File: src/rtl/load_unit.sv
// Multicycle load sequencer between the MEM stage and a req/ack data-memory port.
// Issues word-aligned reads, then extracts and extends the big-endian byte/half/word.
module load_unit #(
  parameter int TIMEOUT = 255,
  parameter int CNT_W   = 10
) (
  input  logic        Clock,
  input  logic        nReset,
  input  logic        LoadReq,
  input  logic [31:0] Addr,
  input  logic [1:0]  Size,
  input  logic        Unsgnsel,
  output logic        MemReq,
  output logic [31:0] MemAddr,
  input  logic        MemAck,
  input  logic [31:0] MemRData,
  output logic [31:0] Data,
  output logic        Valid,
  output logic        Stall,
  output logic        AddrErr,
  output logic        BusErr
);

  typedef enum logic [1:0] {IDLE, WAIT, DONE} state_t;

  localparam logic [CNT_W-1:0] CNT_LAST = CNT_W'(TIMEOUT - 1);

  state_t           state_q, state_d;
  logic [CNT_W-1:0] cnt_q, cnt_d;
  logic             mem_req_q, mem_req_d;
  logic [31:0]      mem_addr_q, mem_addr_d;
  logic [31:0]      data_q, data_d;
  logic             valid_q, valid_d;
  logic             addr_err_q, addr_err_d;
  logic             bus_err_q, bus_err_d;
  logic [1:0]       off_q, off_d;
  logic [1:0]       size_q, size_d;
  logic             uns_q, uns_d;

  logic             misaligned;
  logic             can_accept;
  logic [7:0]       sel_byte;
  logic [15:0]      sel_half;
  logic [31:0]      extracted;

  assign misaligned = (Size == 2'b11) ||
                      (Size == 2'b01 && Addr[0]) ||
                      (Size == 2'b10 && Addr[1:0] != 2'b00);
  assign can_accept = (state_q == IDLE) || (state_q == DONE);

  // Big-endian lane select: offset 0 is the most significant byte.
  always_comb begin
    sel_byte = 8'h00;
    case (off_q)
      2'd0:    sel_byte = MemRData[31:24];
      2'd1:    sel_byte = MemRData[23:16];
      2'd2:    sel_byte = MemRData[15:8];
      default: sel_byte = MemRData[7:0];
    endcase
    sel_half = off_q[1] ? MemRData[15:0] : MemRData[31:16];
    extracted = MemRData;
    case (size_q)
      2'b00:   extracted = uns_q ? {24'h000000, sel_byte} : {{24{sel_byte[7]}}, sel_byte};
      2'b01:   extracted = uns_q ? {16'h0000, sel_half} : {{16{sel_half[15]}}, sel_half};
      default: extracted = MemRData;
    endcase
  end

  always_comb begin
    state_d    = state_q;
    cnt_d      = cnt_q;
    mem_req_d  = mem_req_q;
    mem_addr_d = mem_addr_q;
    data_d     = data_q;
    valid_d    = 1'b0;
    addr_err_d = 1'b0;
    bus_err_d  = 1'b0;
    off_d      = off_q;
    size_d     = size_q;
    uns_d      = uns_q;
    case (state_q)
      IDLE, DONE: begin
        state_d = IDLE;
        if (LoadReq) begin
          if (misaligned) begin
            addr_err_d = 1'b1;
          end else begin
            state_d    = WAIT;
            mem_req_d  = 1'b1;
            mem_addr_d = {Addr[31:2], 2'b00};
            cnt_d      = '0;
            off_d      = Addr[1:0];
            size_d     = Size;
            uns_d      = Unsgnsel;
          end
        end
      end
      WAIT: begin
        // An ack arriving on the last permitted cycle still completes the load.
        if (MemAck) begin
          data_d    = extracted;
          valid_d   = 1'b1;
          mem_req_d = 1'b0;
          state_d   = DONE;
        end else if (cnt_q == CNT_LAST) begin
          bus_err_d = 1'b1;
          mem_req_d = 1'b0;
          state_d   = IDLE;
        end else begin
          cnt_d = cnt_q + 1'b1;
        end
      end
      default: state_d = IDLE;
    endcase
  end

  always_ff @(posedge Clock or negedge nReset) begin
    if (!nReset) begin
      state_q    <= IDLE;
      cnt_q      <= '0;
      mem_req_q  <= 1'b0;
      mem_addr_q <= 32'h0;
      data_q     <= 32'h0;
      valid_q    <= 1'b0;
      addr_err_q <= 1'b0;
      bus_err_q  <= 1'b0;
      off_q      <= 2'b00;
      size_q     <= 2'b00;
      uns_q      <= 1'b0;
    end else begin
      state_q    <= state_d;
      cnt_q      <= cnt_d;
      mem_req_q  <= mem_req_d;
      mem_addr_q <= mem_addr_d;
      data_q     <= data_d;
      valid_q    <= valid_d;
      addr_err_q <= addr_err_d;
      bus_err_q  <= bus_err_d;
      off_q      <= off_d;
      size_q     <= size_d;
      uns_q      <= uns_d;
    end
  end

  assign MemReq  = mem_req_q;
  assign MemAddr = mem_addr_q;
  assign Data    = data_q;
  assign Valid   = valid_q;
  assign AddrErr = addr_err_q;
  assign BusErr  = bus_err_q;
  // Stall is forced low while reset is held.
  assign Stall   = nReset && ((state_q == WAIT) || (can_accept && LoadReq && !misaligned));

endmodule

File: config.mk
export PLATFORM = sky130hd
export DESIGN_NAME = load_unit
export DESIGN_NICKNAME = d
export VERILOG_FILES = /design/src/rtl/load_unit.sv
export SDC_FILE = /design/constraint.sdc
export NUM_CORES = 1
export LEC_CHECK = 0
export CORE_AREA = 2 2 98 100
export CTS_CLUSTER_SIZE = 28
export DETAILED_ROUTE_END_ITERATION = 8
export DIE_AREA = 0 0 100 102
export PLACE_DENSITY = 0.75
export SETUP_SLACK_MARGIN = 0.15
export SYNTH_ARGS = -nofsm -noshare
export SYNTH_HDL_FRONTEND = slang
export SYNTH_SLANG_ARGS = --single-unit
File: constraint.sdc
create_clock -name Clock -period 2.26 [get_ports Clock]
set_input_delay 0.565 -clock Clock [delete_from_list [all_inputs] [get_ports Clock]]
set_output_delay 0.565 -clock Clock [all_outputs]
set_load 0.01 [all_outputs]
-- Yosys cells after proc, flatten, opt, wreduce, memory -nomap -nowiden
Cells that the tools add are included.
- word-level logic and storage cells: 75
- input bits: 71
- output and inout bits: 69
- register bits after elaboration: 83
- mux-type cells: 28
- bitwise operators: 1
- equality and inequality tests: 14
- add/sub/neg operators: 1
- reduce and logical (&&, ||, !) cells: 20
- operators with widths (operator ; number):
    $mux 32 ; 2
    $pmux 32 s2 ; 1
    $mux 10 ; 4
    $pmux 8 s3 ; 1
    $pmux 10 s2 ; 1
    $mux 16 ; 1
    $mux 1 ; 14
    $add 10x1->10 const B ; 1
    $eq 10x8->1 const B ; 1
    $eq 2x1->1 const B ; 4
    $eq 2x2->1 const B ; 4
    $ne 2x2->1 const B ; 4
    $logic_not 2->1 ; 3
    $logic_and 1x1->1 ; 5
    $reduce_and 5->1 ; 1
    $logic_or 1x1->1 ; 4
    $mux 2 ; 2
    $pmux 2 s2 ; 1
    $reduce_and 4->1 ; 1
    $reduce_bool 2->1 ; 2
    $ne 3x3->1 const B ; 1
    $reduce_and 3->1 ; 1
    $pmux 1 s2 ; 1
    $reduce_and 2->1 ; 1
    3 further kinds ; 3

-- Logic depth before layout (Yosys ltp)
- word-level depth: 8
- depth in mapped cells: 7
- gate-level depth less buffers: 6

-- Worst setup path after synthesis
OpenSTA, ideal clock, no wires.
- kind: in2out
- start point: input port Size[0]
- end point: output port Stall
- path slack: 216 ps
- required time: 1695 ps
- arrival time: 1479 ps
- path buffers: 1
- stages: 4
- cells stage by stage: nor3_1 > o21bai_1 > buf_2 > a21boi_0
- cells in the longest elaborated chain, start to end: 8
- elaborated cells between the ends (all ways): 11
- classes of those cells: 3 x eq/ne; 8 x reduce/logical
- RTL lines (item ; line ; RTL):
    from (decl) ; 11 ; input logic [1:0] Size,
    $eq 2x1->1 ; 47 ; (Size == 2'b01 && Addr[0]) ||
    $logic_and 1x1->1 ; 47 ;
    $logic_or 1x1->1 ; 46 ; assign misaligned = (Size == 2'b11) ||
    $logic_or 1x1->1 * ; 47 ;
    $logic_not 1->1 * ; 152 ; assign Stall = nReset && ((state_q == WAIT) || (can_accept && LoadReq && !misaligned));
    $logic_and 1x1->1 * ; 152 ;
    $logic_or 1x1->1 * ; 152 ;
    $logic_and 1x1->1 * ; 152 ;
    to (decl) ; 19 ; output logic Stall,
Every way passes the cells marked *; elsewhere a longest branch is shown, timed or not.

-- Worst setup path in the final report
- start point: input port Addr[0]
- end point: output port Stall
- cells in the longest elaborated chain, start to end: 7
- elaborated cells between the ends (all ways): 9
- classes of those cells: 9 x reduce/logical
- RTL lines (item ; line ; RTL):
    from (decl) ; 10 ; input logic [31:0] Addr,
    $reduce_bool 2->1 or $logic_and 1x1->1 (tied branches) ; 48, 47 ;
    $logic_and 1x1->1 or $logic_or 1x1->1 (tied branches) ; 48, 46 ;
    $logic_or 1x1->1 * ; 47 ;
    $logic_not 1->1 * ; 152 ;
    $logic_and 1x1->1 * ; 152 ;
    $logic_or 1x1->1 * ; 152 ;
    $logic_and 1x1->1 * ; 152 ;
Marks and branches as above.

==> impl_metrics.py <==
metrics = {
    "logic_synthesis": {
        "syn_inst": 445,
        "synth-async-reset-ratio_pct": 100,
        "ys_ff_latch": 83,
        "syn-cell-area_um2": 3980,
        "ys_warn_count": 0,
        "synthTopCellsByCount": "nand2_1 (137), dfrtp_1 (83), nand3_1 (37)",
        "synth_top_flop_cell": "dfrtp_1",
        "yosys.area.top_type": "dfrtp_1",
        "synth-edff-count": 0,
        "yosysMostFrequentCell": "nand2_1",
        "syn_area_per_cell_um2": 8.95,
        "synth_cell_types": 50,
        "synth_top_area_share_pct": 52.2,
        "seq_area_frac_synth_pct": 52.2,
        "synth_top_cells_by_area": "dfrtp_1 (52%), nand2_1 (13%), nand3_1 (4.7%)",
    },
    "timing": {
        "hold_viol_final": 0,
        "tightest_slew_ns": 0.594,
        "post-route-period-util_pct": 90.3,
        "fmax_mhz": 490,
        "finalCriticalPeriod_ns": 2.04,
        "drv_slew": 0,
        "finalSetupViolCount": 0,
        "slew_headroom_pct": 60.4,
        "rsz0062_at_grt": "false",
        "fin_skew_ns": 0.00850,
    },
    "setup_path": {
        "arrival_ns": 1.48,
        "cp_slowest_cell": "dlygate4sd2_1",
        "critPathBufInv": 2,
        "endpoint_kind": "primary output",
        "path_delay_family": "buffers and inverters",
        "start_kind": "input port",
        "critPathRequiredTime_ns": 1.69,
        "crit_chain": "dlygate4sd2_1, nor3_2, o21bai_2, a21boi_1, buf_2",
        "cp_max_fo": 3,
        "startpoint": "Addr[0]",
        "max_stage_delay_ns": 0.27,
        "worstSetupPathType": "in2out",
        "rr_startpoint": "cnt_q[0]",
    },
    "floorplanning": {
        "rows": 35,
        "io_pins": 140,
        "core-area_um2": 9110,
        "die_w_um": 100,
        "die_h_um": 102,
        "initial_core_util_pct": 43.7,
        "die-area_um2": 10200,
    },
    "detailed_routing": {
        "wl_mm": 11.5,
        "route.detailed.drc": 0,
        "via_per_inst": 5.45,
        "ant_nets": 0,
        "drtPass1Iterations": 4,
        "vias": 3863,
        "routedWlPerCell_um": 16.2,
        "initialDrtViolationCount": 157,
    },
    "grt": {
        "antenna_found_initial": 0,
        "grt_pass1_wl_mm": 18.4,
        "grt.total_usage_pct": 22.9,
        "grt_max_degree": 48,
        "overflow": 0,
        "grt_pass1_vias": 3706,
    },
    "clock_tree": {
        "clk_pin_slew_ns": 0.09,
        "clk_latency_ns": 0.36,
        "cts_made_buffers": 9,
        "cts.sinks": 83,
        "cts_tree": "built",
        "clockBufferDepth": 2,
        "htreeDepth": 3,
        "root_buffer": "clkbuf_8",
        "holdBufCountCts": 0,
    },
    "layout": {
        "layout.nets": 666,
        "n_antenna_cell": 0,
        "fill_cells": 777,
        "syn_to_final_growth_pct": 45.6,
        "design_area_um2": 5800,
        "drive_gt1_share_pct": 10.7,
        "final_core_util_pct": 63.7,
    },
    "run": {
        "cap_violations": 0,
    },
    "power_and_ir_drop": {
        "powerDensity_nw_per_um2": 1230,
        "leakagePower_uw": 0.00269,
        "power_uw": 7110,
        "vdd_drop_max_uv": 574,
    },
    "placed_design": {
        "placed_area_um2": 5580,
        "io_buffers": 137,
        "dpl.hpwl_mm": 8.18,
        "routabilityCongestion": 0.828,
    },
    "hold_path": {
        "hold_path.class": "in2async",
    },
    "run_status": {
        "run_status": "finished clean",
    },
}
-- power by group --
part	switching, uW	internal [uW]
logic	1650	1840
clock network	557	456
registers	485	2120
total	2700	4410
-- worst paths after layout --
| check | slack [ns] | depth (start not counted) | to |
|---|---|---|---|
| worst max-delay path | 0.22 | 5 | Stall |
| worst min-delay path | 0.30 | 2 | Data[6] |
| worst max register to register | 0.26 | 7 | cnt_q[3] |
| worst min register to register | 0.48 | 2 | MemAddr[2] |
| max in group asynchronous | 0.99 | 3 | cnt_q[7] |
| min in group Clock | 0.48 | 2 | MemAddr[2] |
-- state kept, by name, summed over array words and instances (netlist names) --
name / cells
AddrErr: 1
BusErr: 1
Data: 32
MemAddr: 30
MemReq: 1
Valid: 1
cnt_q: 10
off_q: 2
size_q: 2
state_q: 2
uns_q: 1
-- worst register-to-register path, stage by stage (launching register included) --
cell and delay [ns]:
dfrtp_1 0.46, inv_1 0.09, ha_1 0.13, or3b_4 0.40, o41ai_4 0.38, buf_4 0.21, o31ai_1 0.07, a21oi_1 0.16
-- repair_timing --
action                                  in CTS  in global routing
setup buffers                                3                  1
resized for setup                           12                  2
endpoints found under the setup margin       2                  4
pin swaps                                    3                  1
-- final cells by class --
class	instances	area (um^2)	share of cell area, %
clock buffer	12	155	2.68
clock inverter	4	25.0	0.432
inverter	5	18.8	0.324
multi-input combinational	327	1770	30.6
sequential	83	2080	35.8
tap	111	139	2.40
timing repair buffer	167	1610	27.8
-- placed cells by master (no fill, tap or decap), types with 3 or more instances in the layout --
cell type and instances:
nand2_1 137, clkdlybuf4s50_1 130, dfrtp_1 83, nand3_1 37
buf_4 29, a21oi_1 21, nor2_1 20, mux2i_1 15
o21ai_0 14, clkbuf_8 11, a22o_1 7, a22oi_1 7
o22ai_1 7, nand2b_1 6, or3b_2 6, inv_1 4
o31ai_1 4, or3_1 4, dlygate4sd2_1 4, nor4_1 3
or4_1 3
-- stage by stage --
| stage | hold WS, ns | setup TNS (ns) | worst slack [ns] | instances |
|---|---|---|---|---|
| 6_report | 0.296 | 0 | 0.218 | 709 |
| 5_1_grt | 0.318 | 0 | 0.167 | 709 |
| 4_1_cts | 0.297 | 0 | 0.156 | 708 |
| 3_5_place_dp | 0.461 | -0.963 | -0.494 | 689 |
| 3_3_place_gp | 0.457 | -0.495 | -0.423 | 689 |
| 2_1_floorplan | 0.269 | 0 | 0.216 | 446 |
-- cells by family after synthesis --
logic type,share of synthesized area [%]
flops,52.2
simple gates,25.9
mux,4.62
buf+inv,4.02
fa+ha+maj,0.628
other cells,0.0942
compound gates,12.6
-- per-layer routing --
layer	track usage, %	part of all wire [%]	up-vias
li1	-	-	1815
met1	30.9	43	1858
met2	36.9	46	177
met3	6.70	9.5	13
met4	5.90	1.2	0
met5	0	0	-
Note: power is estimated with default switching activity, not from simulation.
